### config.mk
export PLATFORM = sky130hd
export DESIGN_NAME = jt6295_rom_arb
export DESIGN_NICKNAME = d
export VERILOG_FILES = /design/src/rtl/jt6295_pkg.sv /design/src/rtl/jt6295_rr_pick.sv /design/src/rtl/jt6295_rom_arb.sv
export SDC_FILE = /design/constraint.sdc
export NUM_CORES = 1
export LEC_CHECK = 0
export CAP_MARGIN = 15
export CORE_ASPECT_RATIO = 0.8
export CORE_UTILIZATION = 25
export CTS_CLUSTER_SIZE = 14
export DETAILED_ROUTE_END_ITERATION = 16
export DONT_BUFFER_PORTS = 1
export GPL_TIMING_DRIVEN = 1
export PLACE_DENSITY_LB_ADDON = 0.08
export SKIP_CTS_REPAIR_TIMING = 1
export SKIP_LAST_GASP = 1
export SLEW_MARGIN = 10
export SYNTH_ARGS = -nofsm -noshare
export SYNTH_HDL_FRONTEND = slang
export SYNTH_HIERARCHICAL = 1
export SYNTH_SLANG_ARGS = --single-unit
### constraint.sdc
create_clock -name clk -period 3.6 [get_ports clk]
set_input_delay 0.36 -clock clk [delete_from_list [all_inputs] [get_ports clk]]
set_output_delay 0.36 -clock clk [all_outputs]
set_load 0.01 [all_outputs]
### src/rtl/jt6295_pkg.sv
// -----------------------------------------------------------------------------
// jt6295_pkg
// Shared constants and types for the JT6295 ROM arbiter slice.
//   NUM_CH   : number of ADPCM channel requesters (fixed at 4)
//   AW       : external ROM byte-address width (fixed at 18)
//   NUM_REQ  : total requesters (channels + control block)
//   CTRL_IDX : requester index used for the control block
//   arb_state_t : arbiter FSM state encoding
// -----------------------------------------------------------------------------
package jt6295_pkg;

    localparam int NUM_CH  = 4;
    localparam int AW      = 18;
    localparam int NUM_REQ = NUM_CH + 1;

    // Requesters 0..3 are the channels, 4 is the control block.
    typedef logic [2:0] req_idx_t;
    localparam req_idx_t CTRL_IDX = 3'd4;

    typedef enum logic [1:0] {
        ST_IDLE  = 2'd0,
        ST_ISSUE = 2'd1,
        ST_WAIT  = 2'd2,
        ST_DONE  = 2'd3
    } arb_state_t;

    // Channel index that follows ch, wrapping ch3 -> ch0.
    function automatic logic [1:0] next_ch(input logic [1:0] ch);
        return ch + 2'd1;
    endfunction

endpackage

### src/rtl/jt6295_rr_pick.sv
// -----------------------------------------------------------------------------
// jt6295_rr_pick
// Round-robin picker over the four channel requesters. The search starts at
// the channel after last_i and wraps ch3 -> ch0; the first pending channel
// found is returned.
//   pending_i : per-channel pending request
//   last_i    : last granted channel
//   pick_o    : selected channel (0 when nothing is pending)
//   any_o     : at least one channel is pending
// -----------------------------------------------------------------------------
module jt6295_rr_pick (
    input  logic [3:0] pending_i,
    input  logic [1:0] last_i,
    output logic [1:0] pick_o,
    output logic       any_o
);

    logic [1:0] idx;

    always_comb begin
        pick_o = 2'd0;
        any_o  = 1'b0;
        idx    = 2'd0;
        for (int k = 0; k < 4; k++) begin
            idx = last_i + 2'(k + 1);
            if (!any_o && pending_i[idx]) begin
                pick_o = idx;
                any_o  = 1'b1;
            end
        end
    end

endmodule

### src/rtl/jt6295_rom_arb.sv
// -----------------------------------------------------------------------------
// jt6295_rom_arb
// Shares one external ROM between the JT6295 control block (phrase table)
// and four ADPCM channels. Each requester owns a one-byte cache entry
// (stored address, data, valid); a request that hits its entry is answered
// without touching the ROM.
//
// Requester handshake: a requester holds cs high with a stable address;
// ok is combinational and is high exactly while cs is high, the entry is
// valid and the address equals the stored one. The data output is only
// meaningful while ok is high. Dropping cs, or changing the address, while
// its ROM access is in flight abandons that access.
//
// Ports:
//   clk, rst        : clock, synchronous active-high reset
//   ctrl_addr/cs    : control block request (10-bit byte address)
//   ctrl_data/ok    : control block response
//   ch_addr/cs      : four packed channel requests (18-bit, ch0 in [17:0])
//   ch_data/ok      : four packed channel responses (ch0 in [7:0])
//   rom_addr/cs     : external ROM request
//   rom_data/ok     : external ROM response
// -----------------------------------------------------------------------------
module jt6295_rom_arb
    import jt6295_pkg::*;
(
    input  logic                 clk,
    input  logic                 rst,
    input  logic [9:0]           ctrl_addr,
    input  logic                 ctrl_cs,
    output logic [7:0]           ctrl_data,
    output logic                 ctrl_ok,
    input  logic [NUM_CH*AW-1:0] ch_addr,
    input  logic [NUM_CH-1:0]    ch_cs,
    output logic [NUM_CH*8-1:0]  ch_data,
    output logic [NUM_CH-1:0]    ch_ok,
    output logic [AW-1:0]        rom_addr,
    output logic                 rom_cs,
    input  logic [7:0]           rom_data,
    input  logic                 rom_ok
);

    // ------------------------------------------------------------------
    // Requester view: channels at 0..3, control block at CTRL_IDX
    // ------------------------------------------------------------------
    logic [NUM_REQ-1:0][AW-1:0] req_addr;
    logic [NUM_REQ-1:0]         req_cs;
    logic [NUM_REQ-1:0]         req_ok;
    logic [NUM_REQ-1:0]         req_pend;

    always_comb begin
        for (int i = 0; i < NUM_CH; i++) begin
            req_addr[i] = ch_addr[i*AW +: AW];
            req_cs[i]   = ch_cs[i];
        end
        req_addr[CTRL_IDX] = {8'd0, ctrl_addr};
        req_cs[CTRL_IDX]   = ctrl_cs;
    end

    // ------------------------------------------------------------------
    // Per-requester cache entry
    // ------------------------------------------------------------------
    logic [NUM_REQ-1:0]         valid_q, valid_d;
    logic [NUM_REQ-1:0][AW-1:0] addr_q,  addr_d;
    logic [NUM_REQ-1:0][7:0]    data_q,  data_d;

    always_comb begin
        for (int i = 0; i < NUM_REQ; i++) begin
            req_ok[i] = req_cs[i] & valid_q[i] & (req_addr[i] == addr_q[i]);
        end
        req_pend = req_cs & ~req_ok;
    end

    // ------------------------------------------------------------------
    // Arbiter state
    // ------------------------------------------------------------------
    arb_state_t    state_q, state_d;
    req_idx_t      gnt_q, gnt_d;
    logic [AW-1:0] rom_addr_q, rom_addr_d;
    logic [7:0]    fetch_q, fetch_d;
    // ptr_q is the channel where the next round-robin search begins.
    logic [1:0]    ptr_q, ptr_d;

    logic [1:0]    rr_last;
    logic [1:0]    rr_pick;
    logic          rr_any;
    req_idx_t      rr_idx;
    logic          gnt_lost;
    logic          commit;

    assign rr_last = ptr_q - 2'd1;
    assign rr_idx  = {1'b0, rr_pick};

    jt6295_rr_pick u_rr_pick (
        .pending_i (req_pend[NUM_CH-1:0]),
        .last_i    (rr_last),
        .pick_o    (rr_pick),
        .any_o     (rr_any)
    );

    // The in-flight access is abandoned when its owner stops asking for
    // exactly the address that was latched at grant time.
    assign gnt_lost = !req_cs[gnt_q] || (req_addr[gnt_q] != rom_addr_q);

    // The fetched byte is committed to the requester's entry in DONE, so
    // ok rises on the cycle after DONE.
    assign commit = (state_q == ST_DONE);

    always_comb begin
        state_d    = state_q;
        gnt_d      = gnt_q;
        rom_addr_d = rom_addr_q;
        fetch_d    = fetch_q;
        ptr_d      = ptr_q;
        case (state_q)
            ST_IDLE: begin
                if (req_pend[CTRL_IDX]) begin
                    // Control block wins; the channel pointer is untouched.
                    gnt_d      = CTRL_IDX;
                    rom_addr_d = req_addr[CTRL_IDX];
                    state_d    = ST_ISSUE;
                end else if (rr_any) begin
                    gnt_d      = rr_idx;
                    rom_addr_d = req_addr[rr_idx];
                    ptr_d      = next_ch(rr_pick);
                    state_d    = ST_ISSUE;
                end
            end
            ST_ISSUE: begin
                // rom_ok still reflects the previous address here.
                if (gnt_lost) state_d = ST_IDLE;
                else          state_d = ST_WAIT;
            end
            ST_WAIT: begin
                if (gnt_lost) begin
                    state_d = ST_IDLE;
                end else if (rom_ok) begin
                    fetch_d = rom_data;
                    state_d = ST_DONE;
                end
            end
            ST_DONE: begin
                state_d = ST_IDLE;
            end
            default: begin
                state_d = ST_IDLE;
            end
        endcase
    end

    always_comb begin
        valid_d = valid_q;
        addr_d  = addr_q;
        data_d  = data_q;
        for (int i = 0; i < NUM_REQ; i++) begin
            if (commit && (gnt_q == req_idx_t'(i))) begin
                data_d[i]  = fetch_q;
                addr_d[i]  = rom_addr_q;
                valid_d[i] = req_cs[i];
            end else if (!req_cs[i]) begin
                valid_d[i] = 1'b0;
            end
        end
    end

    always_ff @(posedge clk) begin
        if (rst) begin
            state_q    <= ST_IDLE;
            gnt_q      <= '0;
            rom_addr_q <= '0;
            fetch_q    <= '0;
            ptr_q      <= 2'd0;
            valid_q    <= '0;
            addr_q     <= '0;
            data_q     <= '0;
        end else begin
            state_q    <= state_d;
            gnt_q      <= gnt_d;
            rom_addr_q <= rom_addr_d;
            fetch_q    <= fetch_d;
            ptr_q      <= ptr_d;
            valid_q    <= valid_d;
            addr_q     <= addr_d;
            data_q     <= data_d;
        end
    end

    // ------------------------------------------------------------------
    // Outputs
    // ------------------------------------------------------------------
    assign rom_cs   = (state_q == ST_ISSUE) || (state_q == ST_WAIT);
    assign rom_addr = rom_addr_q;

    assign ctrl_data = data_q[CTRL_IDX];
    assign ctrl_ok   = req_ok[CTRL_IDX];

    always_comb begin
        for (int i = 0; i < NUM_CH; i++) begin
            ch_data[i*8 +: 8] = data_q[i];
        end
    end

    assign ch_ok = req_ok[NUM_CH-1:0];

endmodule

# Yosys cells after proc, flatten, opt, wreduce, memory -nomap -nowiden
# Cells that the tools add are included.
totals:
  reg_bits: 168
  output_inout_bits: 64
op_classes:
  n_addsub: 5
  magnitude_cmp: 6
  eq_ne: 20
  muxes: 42
  bitwise: 14
  reduce_logical: 21
op_table:
  columns: ["op", "n"]
  rows:
  - ["$eq 18x18->1", 4]
  - ["$mux 18", 4]
  - ["$bmux 18 s3", 1]
  - ["$bmux 18 s2", 1]
  - ["$mux 1", 19]
  - ["$eq 10x18->1", 1]
  - ["$mux 2", 9]
  - ["$ne 18x18->1", 1]
  - ["$lt 2x3->1 const B", 4]
  - ["$and 1x1->1", 10]
  - ["$ne 2x1->1 const B", 5]
  - ["$bmux 1 s2", 4]
  - ["$logic_and 1x1->1", 8]
  - ["$pmux 2 s4", 1]
  - ["$eq 3x2->1 const B", 2]
  - ["$mux 3", 2]
  - ["$ne 3x3->1 const B", 2]
  - ["$reduce_and 3->1", 2]
  - ["$and 5x5->5", 1]
  - ["$not 5->5", 1]
  - ["$add 2x1->2 const B", 2]
  - ["$add 2x2->2 const B", 2]
  - ["$eq 2x2->1 const B", 2]
  - ["$logic_not 1->1", 4]
  - ["13 further kinds", 16]

# Depth between registers and ports, before layout
logic_depth:
  depth_word: 20
  mapped_depth: 13
  mapped_depth_nobuf: 12

# By module
# Netlist, hierarchy kept.
by_module_without_submodules:
  columns: ["module", "n_inst", "cells_per_inst", "area_per_inst_um2", "seq_area_each_um2"]
  rows:
  - ["jt6295_rom_arb", 1, 1033, 8465.6, 3363.2]
  - ["jt6295_rr_pick", 1, 14, 91.3, 0.0]

# Least setup slack after synthesis
# Ideal clock, no wire load.
synth_timing:
  path_type: "input-to-reg"
  start: "in ch_addr[51]"
  end: "reg rom_addr_q[17] (netlist: rom_addr[17])"
  t_arrival_ps: 3222
  required_time_ps: 3472
  slack_ps: 250
  path_stages: 13
  n_path_buf: 1
  cell_sequence: "xnor2_1 nand3_1 nor4_1 nand3_1 nor4_1 nor2b_1 and2b_1 a21oi_2 o221ai_2 buf_1 mux4_2 a22oi_1 nor2_1"
synth_via:
  elab_chain_len: 20
synth_lines:
  columns: ["element", "line", "source"]
  rows:
  - ["start, declared", "jt6295_rom_arb.sv:32", "input logic [NUM_CH*AW-1:0] ch_addr,"]
  - ["$eq 18x18->1 (*)", "jt6295_rom_arb.sv:68", "req_ok[i] = req_cs[i] & valid_q[i] & (req_addr[i] == addr_q[i]);"]
  - ["$and 1x1->1 (*)", "jt6295_rom_arb.sv:68", null]
  - ["via ch_ok[2]", "jt6295_rom_arb.sv:35", "output logic [NUM_CH-1:0] ch_ok,"]
  - ["$not 5->5 (*)", "jt6295_rom_arb.sv:70", "req_pend = req_cs & ~req_ok;"]
  - ["$and 5x5->5 (*)", "jt6295_rom_arb.sv:70", null]
  - ["via req_pend[2]", "jt6295_rom_arb.sv:48", "logic [NUM_REQ-1:0] req_pend;"]
  - ["$bmux 1 s2", "jt6295_rr_pick.sv:26", "if (!any_o && pending_i[idx]) begin"]
  - ["$mux 1 (not written as such)", "jt6295_rr_pick.sv:26", null]
  - ["[... 7 more ...]", null, null]
  - ["$logic_not 1->1", "jt6295_rr_pick.sv:26", null]
  - ["$logic_and 1x1->1", "jt6295_rr_pick.sv:26", null]
  - ["$mux 2 (*)", "jt6295_rr_pick.sv:26", null]
  - ["via rr_pick[0]", "jt6295_rom_arb.sv:84", "logic [1:0] rr_pick;"]
  - ["$bmux 18 s2 (*)", "jt6295_rom_arb.sv:123", "rom_addr_d = req_addr[rr_idx];"]
  - ["$mux 18 (not written as such) (*)", "jt6295_rom_arb.sv:123", null]
  - ["$mux 18 (*)", "jt6295_rom_arb.sv:121", "end else if (rr_any) begin"]
  - ["$mux 18 (*)", "jt6295_rom_arb.sv:116", "if (req_pend[CTRL_IDX]) begin"]
  - ["end signal, assigned", "jt6295_rom_arb.sv:178", "rom_addr_q <= rom_addr_d;"]
  - ["end, declared", "jt6295_rom_arb.sv:78", "logic [AW-1:0] rom_addr_q, rom_addr_d;"]
# The timed path passes the listed nets; every way through them passes the cells marked *. The select of a mux whose other input is x is not followed.
# A chain may end at the register's enable or synchronous reset.

# Final worst setup path
layout_timing:
  start: "reg addr_q[39] (netlist bit)"
  end: "reg rom_addr_q[8] (netlist: rom_addr[8])"
layout_via:
  elab_chain_len: 20
layout_lines:
  columns: ["element", "line", "source"]
  rows:
  - ["start, declared", "jt6295_rom_arb.sv:63", "logic [NUM_REQ-1:0][AW-1:0] addr_q, addr_d;"]
  - ["start signal, assigned", "jt6295_rom_arb.sv:182", "addr_q <= addr_d;"]
  - ["$eq 18x18->1 (*)", "jt6295_rom_arb.sv:68", null]
  - ["$and 1x1->1 (*)", "jt6295_rom_arb.sv:68", null]
  - ["$not 5->5 (*)", "jt6295_rom_arb.sv:70", null]
  - ["$and 5x5->5 (*)", "jt6295_rom_arb.sv:70", null]
  - ["via req_pend[2]", "jt6295_rom_arb.sv:48", null]
  - ["$bmux 1 s2", "jt6295_rr_pick.sv:26", null]
  - ["$mux 1 (not written as such)", "jt6295_rr_pick.sv:26", null]
  - ["$mux 1", "jt6295_rr_pick.sv:26", null]
  - ["[... 6 more ...]", null, null]
  - ["$logic_not 1->1", "jt6295_rr_pick.sv:26", null]
  - ["$logic_and 1x1->1", "jt6295_rr_pick.sv:26", null]
  - ["$mux 2 (*)", "jt6295_rr_pick.sv:26", null]
  - ["via rr_pick[0]", "jt6295_rom_arb.sv:84", null]
  - ["$bmux 18 s2 (*)", "jt6295_rom_arb.sv:123", null]
  - ["$mux 18 (not written as such) (*)", "jt6295_rom_arb.sv:123", null]
  - ["$mux 18 (*)", "jt6295_rom_arb.sv:121", null]
  - ["$mux 18 (*)", "jt6295_rom_arb.sv:116", null]
# Marks and branches as above.

==> run summary <==
At the end of routability-driven placement, the weighted congestion stood at 0.819. CTS built an H-tree with a depth of 4. The total count of hold-check failures in the final report is 0, and the part of the power in combinational logic is 13.6%.

No sink is reached through more buffers than the 2 on the longest clock path. The remaining number of nets flagged by the antenna check after routing is 0. Of all nets on the critical path, the largest fanout is 11.

Kind of end point of the critical path: a register. The worst reg2reg path endpoint is rom_addr[8]$_SDFFE_PP0P_. The mean number of vias per cell is 5.02.

The routed layout has 7454 vias. STA puts the critical path data required time at 3.94 ns. The max-slew violation total from the final report was 0.

The switching fraction of total power was 28.3%; the total grt overflow was 0. The number of sinks handled by clock tree synthesis is 168, and the area enclosed by the die boundary is 0.0350 mm^2. The detailed placement HPWL was 27.4 mm. Area growth from synthesis to final layout: 15.0%. Commonest non-fill, non-tap cell in the layout: sky130_fd_sc_hd__nand2_1. For this block, the initial DRC count from the detailed router was 598. Buffers inserted during clock tree synthesis total 17. Dividing total power by cell area gives a power density of 452 mW/mm^2. For this design the total switching power over the nets is 1.26 mW.

Prior to clock tree synthesis, the placed netlist has a worst setup slack of 0.255 ns. The share of the clock period used by the worst path came out at 96.8%. The number of top-level design ports is 162. Derived from the worst setup path, the maximum achievable clock frequency is 0.287 GHz. The cell internal power dissipation is 3.19 mW. The cell sitting at the root of the clock tree is a sky130_fd_sc_hd__clkbuf_16.

Across the routed clock network, the largest skew measured is 0.0226 ns. Among all flip-flop cells after synthesis, the most frequent one is sky130_fd_sc_hd__dfxtp_1. The region available for standard cell placement spans 0.0336 mm^2. The run finished with clean final reports. After clock tree synthesis, the clock-pin slew on the worst setup and hold paths is 0.08 ns. The tools report the worst ir drop on vdd as 0.300 mV. The fraction of final layout cells sized beyond drive strength 1 is 11.8%, and the cell depth of the worst min-delay path is 1. The worst reg-to-reg setup slack is 0.12 ns, and the overall track demand over capacity in global routing is 21.4%.

Headroom to the max-slew limit came out at 30.2%. In this run the critical register-to-register path is launched from addr_q[39]$_SDFFE_PP0P_. TritonCTS built the clock tree.

Traced cell by cell, the critical path runs through xor2_1 > nor4_1 > nand3_1 > nor4_1 > nor2b_1 > and2b_1 > a21oi_2 > o221ai_4 > buf_12 > mux4_2 > nand2_1 > a311oi_1. The number of distinct library cells after synthesis is 57. The starting utilization of the core area was 25.4%.

The number of antenna violations at the first check in global routing is 1. The run gives 7293 as the via count of the first global-routing pass. Dominant delay contributor by cell family on the critical path: simple AND/OR/NAND/NOR gates. After synthesis, flip-flops and latches occupy 39.3% of the total area. The run gives 0 as the count of antenna diodes in the layout. The number of warning messages in the yosys log is 6, and the actual transition at the worst max-transition pin is 1.04 ns. The worst hold path begins at rst. The vertical die dimension was 167 um; the count of nets after finishing was 1143.

The delay contributed by the slowest stage of the critical path was 0.73 ns; the fraction of post-synthesis cell area in the top cell type by area was 39.3%. The biggest area contributor in the post-synthesis netlist is sky130_fd_sc_hd__dfxtp_1. The worst hold path belongs to the class in2reg. The routed design has 37.6 mm of wire.

The number of flops mapped to enable cells by yosys was 0. Cell count of the worst reg-to-reg path: 12. The cell with the biggest individual delay on the critical path was sky130_fd_sc_hd__nor4_1. In this run the static leakage power is 3.31 nW.

By area the synthesized netlist is led by sky130_fd_sc_hd__dfxtp_1 39%, sky130_fd_sc_hd__nand2_1 13%, sky130_fd_sc_hd__a21oi_1 8.2%, sky130_fd_sc_hd__mux4_2 6.3%, sky130_fd_sc_hd__xor2_1 6.0%. The type of the worst setup path is reg2reg. The total negative slack for setup checks is 0 ns, and the share of synthesized registers carrying an async set or reset is 0%. The worst-skew pair later-pin latency came out at 0.46 ns. The post-layout worst setup margin came out at 0.116 ns. The logs give 0 for the number of violations of the max-capacitance limit and 0 for the count of unresolved DRC violations after routing. Synthesis produced 1047 cells.

The sum of buffers and inverters on the critical path is 1. After synthesis the cells add up to 0.00856 mm^2. In this run, the clock network consumes 42.7% of the power.

Setup repair after global routing left no endpoint under its margin. A synthesized cell averages 8.17 um^2. The tools report the first-pass GRT wire length as 53.6 mm.

The die is 209 um wide. The floorplan has 60 rows. The path with the worst hold slack has its endpoint at rom_addr[1]$_SDFFE_PP0P_.

Synthesized flop and latch total: 168. The post-detailed-route wirelength per cell was 25.3 um; the clock period minus worst slack was 3.48 ns. The number of buffers inserted by port buffering was 0.

Number of optimization iterations in the first detailed-route pass: 5. The top cell types in the final layout, fill and taps aside, are 293 x sky130_fd_sc_hd__nand2_1, 167 x sky130_fd_sc_hd__dfxtp_1, 139 x sky130_fd_sc_hd__a21oi_1, 59 x sky130_fd_sc_hd__xor2_1. Synthesis produced a netlist with a net count of 1150. Entering global routing, the biggest net connects 169 pins. For the setup-violating endpoint count in the final report, the log shows 0.

The run gives 3.82 ns as the data arrival time of the critical path. The tools report the part of the total power dissipated in sequential elements as 43.7%. Cell repeated most along the worst path: sky130_fd_sc_hd__nor4_1.

STA classifies the critical path startpoint as a register.
-- final cells by class --
class	count	area, um^2
clock buffer	17	425
sequential	168	3360
tap	434	543
clock inverter	14	149
timing repair buffer	53	465
multi-input combinational	785	4830
inverter	15	56.3
fill	3617	23800
-- metal layers --
layer  track usage (%)  up-vias  wire [um]
met5                 0        -          0
met4              4.00        0        341
met3              7.58       16       3070
met2              31.2      231      16000
met1              30.3     3653      18200
li1                  -     3554          -
-- power by group through the flow --
stage | Sequential [mW] | Clock, mW | Combinational, mW
after floorplan | 1.95 | 0 | 0.440
after global placement | 1.99 | 0 | 0.591
after detailed placement | 1.99 | 0 | 0.590
after CTS | 1.95 | 1.95 | 0.592
after global routing | 1.95 | 2.03 | 0.647
final | 1.95 | 1.90 | 0.605
-- cell families after synthesis --
group	share of synthesized area, %
simple gates	20.9
compound gates	14.2
flops	39.3
buf+inv	4.55
xor+xnor	9.42
mux	10.9
fa+ha+maj	0.731
-- metrics by stage --
stage	cells	area [um^2]	hold slack, ns	utilization (%)	power [mW]
floorplan	1047	8560	0.436	-	2.39
finish	1486	9840	0.0255	29.3	4.45
CTS	1483	9800	-0.0253	29.1	4.49
global placement	1452	9220	0.440	27.4	2.58
global route	1486	9840	-0.00501	29.3	4.62
detailed placement	1452	9220	0.444	27.4	2.58
-- synth_stat cells, types with 2 or more instances --
cell	number
sky130_fd_sc_hd__buf_1	3
sky130_fd_sc_hd__nor2b_1	7
sky130_fd_sc_hd__nor2_1	50
sky130_fd_sc_hd__nor3b_1	6
sky130_fd_sc_hd__a211oi_1	9
sky130_fd_sc_hd__buf_6	2
sky130_fd_sc_hd__inv_1	15
sky130_fd_sc_hd__a21oi_1	140
sky130_fd_sc_hd__nand3_1	13
sky130_fd_sc_hd__o21ai_0	5
sky130_fd_sc_hd__nand3b_1	2
sky130_fd_sc_hd__mux4_2	24
sky130_fd_sc_hd__mux2_1	2
sky130_fd_sc_hd__nor3_1	5
sky130_fd_sc_hd__nand2b_1	5
sky130_fd_sc_hd__a311oi_1	10
sky130_fd_sc_hd__buf_2	2
sky130_fd_sc_hd__xor2_1	59
sky130_fd_sc_hd__clkbuf_1	65
sky130_fd_sc_hd__buf_4	4
sky130_fd_sc_hd__or2_2	2
sky130_fd_sc_hd__nor4b_1	2
sky130_fd_sc_hd__nand2_1	293
sky130_fd_sc_hd__o21bai_1	2
sky130_fd_sc_hd__a222oi_1	3
sky130_fd_sc_hd__mux2i_1	32
sky130_fd_sc_hd__a22oi_1	14
sky130_fd_sc_hd__clkbuf_2	3
sky130_fd_sc_hd__nand4_1	7
sky130_fd_sc_hd__dfxtp_1	168
sky130_fd_sc_hd__mux2_2	3
sky130_fd_sc_hd__nor4_1	19
sky130_fd_sc_hd__xnor2_1	33
sky130_fd_sc_hd__nand4b_1	2
sky130_fd_sc_hd__o22ai_1	9
sky130_fd_sc_hd__ha_1	5
sky130_fd_sc_hd__a2bb2oi_1	2
-- flip-flops by register name, indices dropped and copies added (netlist names) --
| signal | flops |
|---|---|
| gnt_q | 3 |
| addr_q | 90 |
| state_q | 2 |
| ptr_q | 2 |
| ch_data | 32 |
| rom_addr | 18 |
| valid_q | 5 |
| ctrl_data | 8 |
| fetch_q | 8 |
-- how the worst max path moves through the flow --
stage | from | depth (start not counted) | slack [ns] | endpoint
floorplan | ch_addr[51] | 13 | 0.25 | rom_addr[17]$_SDFFE_PP0P_
global placement | ch_addr[39] | 12 | 0.28 | rom_addr[5]$_SDFFE_PP0P_
detailed placement | ch_addr[39] | 12 | 0.26 | rom_addr[7]$_SDFFE_PP0P_
CTS | addr_q[39]$_SDFFE_PP0P_ | 12 | 0.25 | rom_addr[7]$_SDFFE_PP0P_
global route | addr_q[39]$_SDFFE_PP0P_ | 12 | 0.05 | rom_addr[17]$_SDFFE_PP0P_
finish | addr_q[39]$_SDFFE_PP0P_ | 12 | 0.12 | rom_addr[8]$_SDFFE_PP0P_
Note: power is estimated with default switching activity, not from simulation.
